**src/rtl/asp_pkg.sv**
```systemverilog
// ---------------------------------------------------------------------------
// asp_pkg: definitions shared by every stage of the pipeline.
//   OP_NOP/OP_TX/OP_RX/OP_CLR : 2-bit opcode encodings carried stage to stage
//   DATA_SIZE/TAG_SIZE        : default payload and tag widths
//   FIFO_DEPTH/CNT_SIZE       : default stage 4 TX FIFO depth, counter width
// ---------------------------------------------------------------------------
package asp_pkg;
  localparam logic [1:0] OP_NOP = 2'b00;
  localparam logic [1:0] OP_TX  = 2'b01;
  localparam logic [1:0] OP_RX  = 2'b10;
  localparam logic [1:0] OP_CLR = 2'b11;

  localparam int DATA_SIZE  = 32;
  localparam int TAG_SIZE   = 8;
  localparam int FIFO_DEPTH = 4;
  localparam int CNT_SIZE   = 16;
endpackage

```
**src/rtl/stage_4_tx_fifo.sv**
```systemverilog
// ---------------------------------------------------------------------------
// stage_4_tx_fifo: synchronous FIFO with a combinational head read.
//   clk, reset : clock, synchronous active-high reset (flushes contents)
//   i_push     : write request (ignored when full unless a pop also occurs)
//   i_pop      : read request (ignored when empty)
//   i_data     : word to write
//   o_data     : head entry
//   o_full     : all entries occupied
//   o_empty    : no entries occupied
// ---------------------------------------------------------------------------
module stage_4_tx_fifo #(
  parameter int WIDTH = 40,
  parameter int DEPTH = 4
) (
  input  logic             clk,
  input  logic             reset,
  input  logic             i_push,
  input  logic             i_pop,
  input  logic [WIDTH-1:0] i_data,
  output logic [WIDTH-1:0] o_data,
  output logic             o_full,
  output logic             o_empty
);
  localparam int AW = $clog2(DEPTH);

  // Pointers carry one extra wrap bit to tell full from empty.
  logic [AW:0]      r_wr_ptr;
  logic [AW:0]      r_rd_ptr;
  logic [WIDTH-1:0] r_mem [DEPTH];

  logic w_do_push;
  logic w_do_pop;

  assign o_empty = (r_wr_ptr == r_rd_ptr);
  assign o_full  = (r_wr_ptr[AW-1:0] == r_rd_ptr[AW-1:0]) &&
                   (r_wr_ptr[AW] != r_rd_ptr[AW]);
  assign o_data  = r_mem[r_rd_ptr[AW-1:0]];

  // A push into a full FIFO is allowed when the head leaves in the same cycle.
  assign w_do_pop  = i_pop && !o_empty;
  assign w_do_push = i_push && (!o_full || w_do_pop);

  // Storage and pointer update; reset also clears storage so the head reads 0.
  always_ff @(posedge clk) begin
    if (reset) begin
      r_wr_ptr <= '0;
      r_rd_ptr <= '0;
      for (int i = 0; i < DEPTH; i++) begin
        r_mem[i] <= '0;
      end
    end else begin
      if (w_do_push) begin
        r_mem[r_wr_ptr[AW-1:0]] <= i_data;
        r_wr_ptr <= r_wr_ptr + {{AW{1'b0}}, 1'b1};
      end
      if (w_do_pop) begin
        r_rd_ptr <= r_rd_ptr + {{AW{1'b0}}, 1'b1};
      end
    end
  end
endmodule

```
**src/rtl/stage_4.sv**
```systemverilog
// ---------------------------------------------------------------------------
// stage_4: final pipeline stage. Buffers clean TX words for the network,
// presents tag-verified RX data to the host, and optionally keeps statistics.
//   clk, reset        : clock, synchronous active-high reset
//   opcode_in         : NOP/TX/RX/CLR from stage 3
//   soft_error_in     : TX word is corrupt (drop it)
//   tag_match_in      : RX tag verified
//   tx_word_in        : {data, tag} TX word
//   rx_data_in        : RX payload
//   net_tx_*          : valid/ready stream of FIFO head words to the network
//   host_rx_*         : valid/ready RX payload to the host (one-entry register)
//   tx_full           : TX FIFO full
//   tx_drop_cnt       : soft-error TX drops
//   rx_mismatch_cnt   : RX tag-check failures
//   overflow_cnt      : words lost to a full FIFO or occupied RX register
// Build option: define STAGE_4_STATS_EN to implement the saturating counters
// and CLR; otherwise counters read 0 and CLR acts as NOP.
// ---------------------------------------------------------------------------
module stage_4
  import asp_pkg::*;
#(
  parameter int data_size  = DATA_SIZE,
  parameter int tag_size   = TAG_SIZE,
  parameter int fifo_depth = FIFO_DEPTH,
  parameter int cnt_size   = CNT_SIZE
) (
  input  logic                          clk,
  input  logic                          reset,
  input  logic [1:0]                    opcode_in,
  input  logic                          soft_error_in,
  input  logic                          tag_match_in,
  input  logic [data_size+tag_size-1:0] tx_word_in,
  input  logic [data_size-1:0]          rx_data_in,
  output logic                          net_tx_valid,
  input  logic                          net_tx_ready,
  output logic [data_size+tag_size-1:0] net_tx_data,
  output logic                          host_rx_valid,
  input  logic                          host_rx_ready,
  output logic [data_size-1:0]          host_rx_data,
  output logic                          tx_full,
  output logic [cnt_size-1:0]           tx_drop_cnt,
  output logic [cnt_size-1:0]           rx_mismatch_cnt,
  output logic [cnt_size-1:0]           overflow_cnt
);
  logic                 w_is_tx;
  logic                 w_is_rx;
  logic                 w_is_clr;
  logic                 w_push;
  logic                 w_pop;
  logic                 w_empty;
  logic                 w_full;
  logic                 w_rx_load;
  logic                 r_rx_valid;
  logic [data_size-1:0] r_rx_data;

  // Opcode decode.
  always_comb begin
    w_is_tx  = 1'b0;
    w_is_rx  = 1'b0;
    w_is_clr = 1'b0;
    case (opcode_in)
      OP_TX:   w_is_tx  = 1'b1;
      OP_RX:   w_is_rx  = 1'b1;
      OP_CLR:  w_is_clr = 1'b1;
      default: ;
    endcase
  end

  // ---------------- TX path ----------------
  assign w_push       = w_is_tx && !soft_error_in;
  assign w_pop        = !w_empty && net_tx_ready;
  assign net_tx_valid = !w_empty;
  assign tx_full      = w_full;

  stage_4_tx_fifo #(
    .WIDTH(data_size + tag_size),
    .DEPTH(fifo_depth)
  ) u_tx_fifo (
    .clk    (clk),
    .reset  (reset),
    .i_push (w_push),
    .i_pop  (w_pop),
    .i_data (tx_word_in),
    .o_data (net_tx_data),
    .o_full (w_full),
    .o_empty(w_empty)
  );

  // ---------------- RX path ----------------
  // Load when the register is free now or is being handed to the host.
  assign w_rx_load = w_is_rx && tag_match_in && (!r_rx_valid || host_rx_ready);

  // One-entry RX register; held data stays put until accepted.
  always_ff @(posedge clk) begin
    if (reset) begin
      r_rx_valid <= 1'b0;
      r_rx_data  <= '0;
    end else if (w_rx_load) begin
      r_rx_valid <= 1'b1;
      r_rx_data  <= rx_data_in;
    end else if (r_rx_valid && host_rx_ready) begin
      r_rx_valid <= 1'b0;
    end
  end

  assign host_rx_valid = r_rx_valid;
  assign host_rx_data  = r_rx_data;

  // ---------------- Statistics ----------------
`ifdef STAGE_4_STATS_EN
  logic                w_drop_ev;
  logic                w_mism_ev;
  logic                w_ovf_ev;
  logic [cnt_size-1:0] r_drop_cnt;
  logic [cnt_size-1:0] r_mism_cnt;
  logic [cnt_size-1:0] r_ovf_cnt;

  function automatic logic [cnt_size-1:0] f_sat_inc(input logic [cnt_size-1:0] v);
    return (v == {cnt_size{1'b1}}) ? v : v + {{(cnt_size-1){1'b0}}, 1'b1};
  endfunction

  assign w_drop_ev = w_is_tx && soft_error_in;
  assign w_mism_ev = w_is_rx && !tag_match_in;
  // Overflow: clean TX into a full FIFO with no pop, or verified RX that
  // finds the register occupied and not being consumed.
  assign w_ovf_ev  = (w_push && w_full && !w_pop) ||
                     (w_is_rx && tag_match_in && !w_rx_load);

  // Saturating counters; CLR wins over any event.
  always_ff @(posedge clk) begin
    if (reset || w_is_clr) begin
      r_drop_cnt <= '0;
      r_mism_cnt <= '0;
      r_ovf_cnt  <= '0;
    end else begin
      if (w_drop_ev) r_drop_cnt <= f_sat_inc(r_drop_cnt);
      if (w_mism_ev) r_mism_cnt <= f_sat_inc(r_mism_cnt);
      if (w_ovf_ev)  r_ovf_cnt  <= f_sat_inc(r_ovf_cnt);
    end
  end

  assign tx_drop_cnt     = r_drop_cnt;
  assign rx_mismatch_cnt = r_mism_cnt;
  assign overflow_cnt    = r_ovf_cnt;
`else
  logic w_unused_clr;
  assign w_unused_clr    = w_is_clr;
  assign tx_drop_cnt     = {cnt_size{1'b0}};
  assign rx_mismatch_cnt = {cnt_size{1'b0}};
  assign overflow_cnt    = {cnt_size{1'b0}};
`endif
endmodule
```
**config.mk**
```make
export PLATFORM = sky130hd
export DESIGN_NAME = stage_4
export DESIGN_NICKNAME = d
export VERILOG_FILES = /design/src/rtl/asp_pkg.sv /design/src/rtl/stage_4_tx_fifo.sv /design/src/rtl/stage_4.sv
export SDC_FILE = /design/constraint.sdc
export NUM_CORES = 1
export LEC_CHECK = 0
export CORE_ASPECT_RATIO = 0.75
export CORE_MARGIN = 2
export CORE_UTILIZATION = 25
export CTS_CLUSTER_SIZE = 24
export DETAILED_ROUTE_END_ITERATION = 10
export PLACE_DENSITY = 0.52
export SLEW_MARGIN = 40
export SYNTH_ARGS = -nofsm -noshare
export SYNTH_HDL_FRONTEND = slang
export SYNTH_HIERARCHICAL = 1
export SYNTH_SLANG_ARGS = --single-unit
```
**constraint.sdc**
```tcl
create_clock -name clk -period 3.7 [get_ports clk]
set_input_delay 0.74 -clock clk [delete_from_list [all_inputs] [get_ports clk]]
set_output_delay 0.74 -clock clk [all_outputs]
set_load 0.1 [all_outputs]
```
==> reports/results.ini <==
[placement]
dp_hpwl_um=13300
io_buffers=154
place_area_um2=10900
gp_congestion=0.696
post-place-ws_ps=468
post-place-cells=1312

[logic_synthesis]
synth_top_area_share_pct=51.9
synth.distinct_cells=39
synth-seq-area-share_pct=60.7
syn_avg_cell_area_um2=13.3
synth_ff_type=edfxtp_1
async_flop_share_pct=0
mappedNetlistArea_um2=9260
yosys.area.top_type=edfxtp_1
synthTopCellsByArea=edfxtp_1 52%, mux4_2 9.7%, dfxtp_1 8.9%
yosysWarnings=6
synth_edf_count=160
ys_seq_elements=201
syn_inst=694

[sta]
rsz0062_at_grt=false
setup_viol=0
max_freq_mhz=329
fin_setup_tns_ps=0
timing.final.crit_share_pct=82.0
hold_viol=0
maxSlewViolCount=0
relSlewSlack_pct=60.2
fin_skew_ps=16.9
worst_slack_ps=665
tightest_slew_ps=597
whs_ps=471
finalCriticalPeriod_ps=3040

[global_route]
grtUsageMet3_pct=2.66
grt_use_met2_pct=18.6
overflow=0
grt_pass1_wl_um=33800
antenna_found_initial=0
grt_usage_pct=11.4
grt_max_degree=105
grt_pass1_vias=5694
grt_busiest_layer=met2
met1_usage_pct=15.4

[clock_tree]
clk_transition_reported_paths_ps=60
clockBufferDepth=3
cts_max_level=1
cts_root_buf=clkbuf_16
clk_latency_ps=520
cts_made_buffers=23
post_cts_resized=0
tritoncts=done
cts.sinks=201
postCtsSetupRepairBufs=0
cts_hold_buf=0

[layout]
final_nets=916
num-fill-cells=3726
syn_to_final_growth_pct=25.7
regArea_um2=5630
multiInputGateArea_um2=3010
fin_util_pct=31.6
final_cell_count_no_fill=1354
drive_gt1_share_pct=21.9
final_area_um2=11600
antenna_cells=0

[worst_setup_path]
r2r_cells=8
path_max_fanout=20
critPathLaunchType=flip-flop
crit_path_max_incr_delay_ps=700
cp_data_arrival_time_ps=2300
cp_common_cell=buf_4
slowest_stage=dfxtp_2
r2r_slack_ps=820
cp.required_ps=2960
crit_chain=buf_4 > mux4_2 > buf_4
critical_path_class=reg -> out
worst_setup_path_end_kind=output pin

[pwr]
power_density_nw_per_um2=504
totalPowerFinal_mw=5.87
ir_drop_v=0.000334
leakagePower_nw=4.27

[die]
std_cell_rows=61
fp.dieH_um=171
dieArea_um2=38600
pin_count=203
die_w_um=226
start_util_pct=25.2
core-area_um2=36800

[routing]
vias_per_cell=4.10
vias=5558
drtIter0Drc=309
antenna_left=0
first_pass_iters=4
wl_per_cell_um=16.2
drt-total-wl_um=21900
route.detailed.drc=0

[status]
outcome=finished clean

[worst_hold_path]
hold_path_depth=2
hp-class=reg -> reg

[flow_run]
cap_violations=0

==> kinds of logic (layout without fill, tap and decap cells) <==
| kind of cell | Yosys count | in the layout | share of synthesized area (%) |
|---|---|---|---|
| and+or+nand+nor | 247 | 247 | 14.2 |
| buffers and inverters | 147 | 256 | 9.22 |
| xor gates and xnor gates | 6 | 6 | 0.568 |
| DFF | 201 | 201 | 60.7 |
| muxes | 77 | 77 | 13.8 |
| other | 1 | 48 | 0.0405 |
| adders and majority gates | 2 | 2 | 0.270 |
| AOI/OAI and AO/OA | 13 | 13 | 1.19 |
==> state kept, by name, indices dropped and copies added, names as in the netlist, named ones only <==
name,cells
u_tx_fifo/r_mem,160
host_rx_data,32
u_tx_fifo/r_rd_ptr,3
u_tx_fifo/r_wr_ptr,3
host_rx_valid,1
==> cells in the mapped netlist, drive strengths merged, types with 2 or more instances <==
cell    count
edfxtp    160
nor3      120
buf        79
nand2b     72
inv        44
nor2       43
dfxtp      41
mux4       40
mux2i      34
clkbuf     24
nor2b       5
mux2        3
o21bai      3
xnor2       3
xor2        3
ha          2
nand2       2
==> where the power goes <==
group          leakage, nW  switching, mW  internal (mW)
clock network        0.347          0.942           1.29
logic                 1.93          0.827          0.252
registers             1.99         0.0382           2.53
==> critical path: cells and delay by family (launching register included) <==
family | cells | cell delay (ps)
muxes | 1 | 400
DFF | 1 | 700
buffers and inverters | 2 | 660
==> cells in the final DEF, fill, tap and decap left out, types with 4 or more instances in the layout <==
cell type        instances
edfxtp_1               160
mux2i_1                 34
clkbuf_16               23
mux4_2                  40
dfxtp_1                 39
clkinvlp_4               4
nor3_1                 120
buf_4                   53
nor2_1                  43
nand2b_1                69
nor2b_1                  4
inv_1                   44
conb_1                  48
clkinv_4                 4
clkdlybuf4s50_1         78
buf_2                   34
buf_12                   6
==> area by class of cell <==
| class | count | area share [%] |
|---|---|---|
| Sequential cell | 201 | 48.4 |
| Multi-Input combinational cell | 393 | 25.8 |
| Timing Repair Buffer | 171 | 12.6 |
| Tap cell | 504 | 5.42 |
| Clock buffer | 24 | 4.98 |
| Inverter | 44 | 1.42 |
| Clock inverter | 17 | 1.38 |
==> layer usage <==
layer	wire length, um	part of all wire [%]
met5	0	0
met3	1220	5.6
met1	10000	46
met2	10300	47
met4	338	1.5
==> final timing paths <==
kind	end	startpoint
max	net_tx_data[11]	flip-flop
min	host_rx_data[15]	host_rx_data[15]
max reg2reg	u_tx_fifo/r_mem[0][5]	u_tx_fifo/r_wr_ptr[2]
min reg2reg	host_rx_data[15]	host_rx_data[15]
Power figures use the tool's default switching activity.
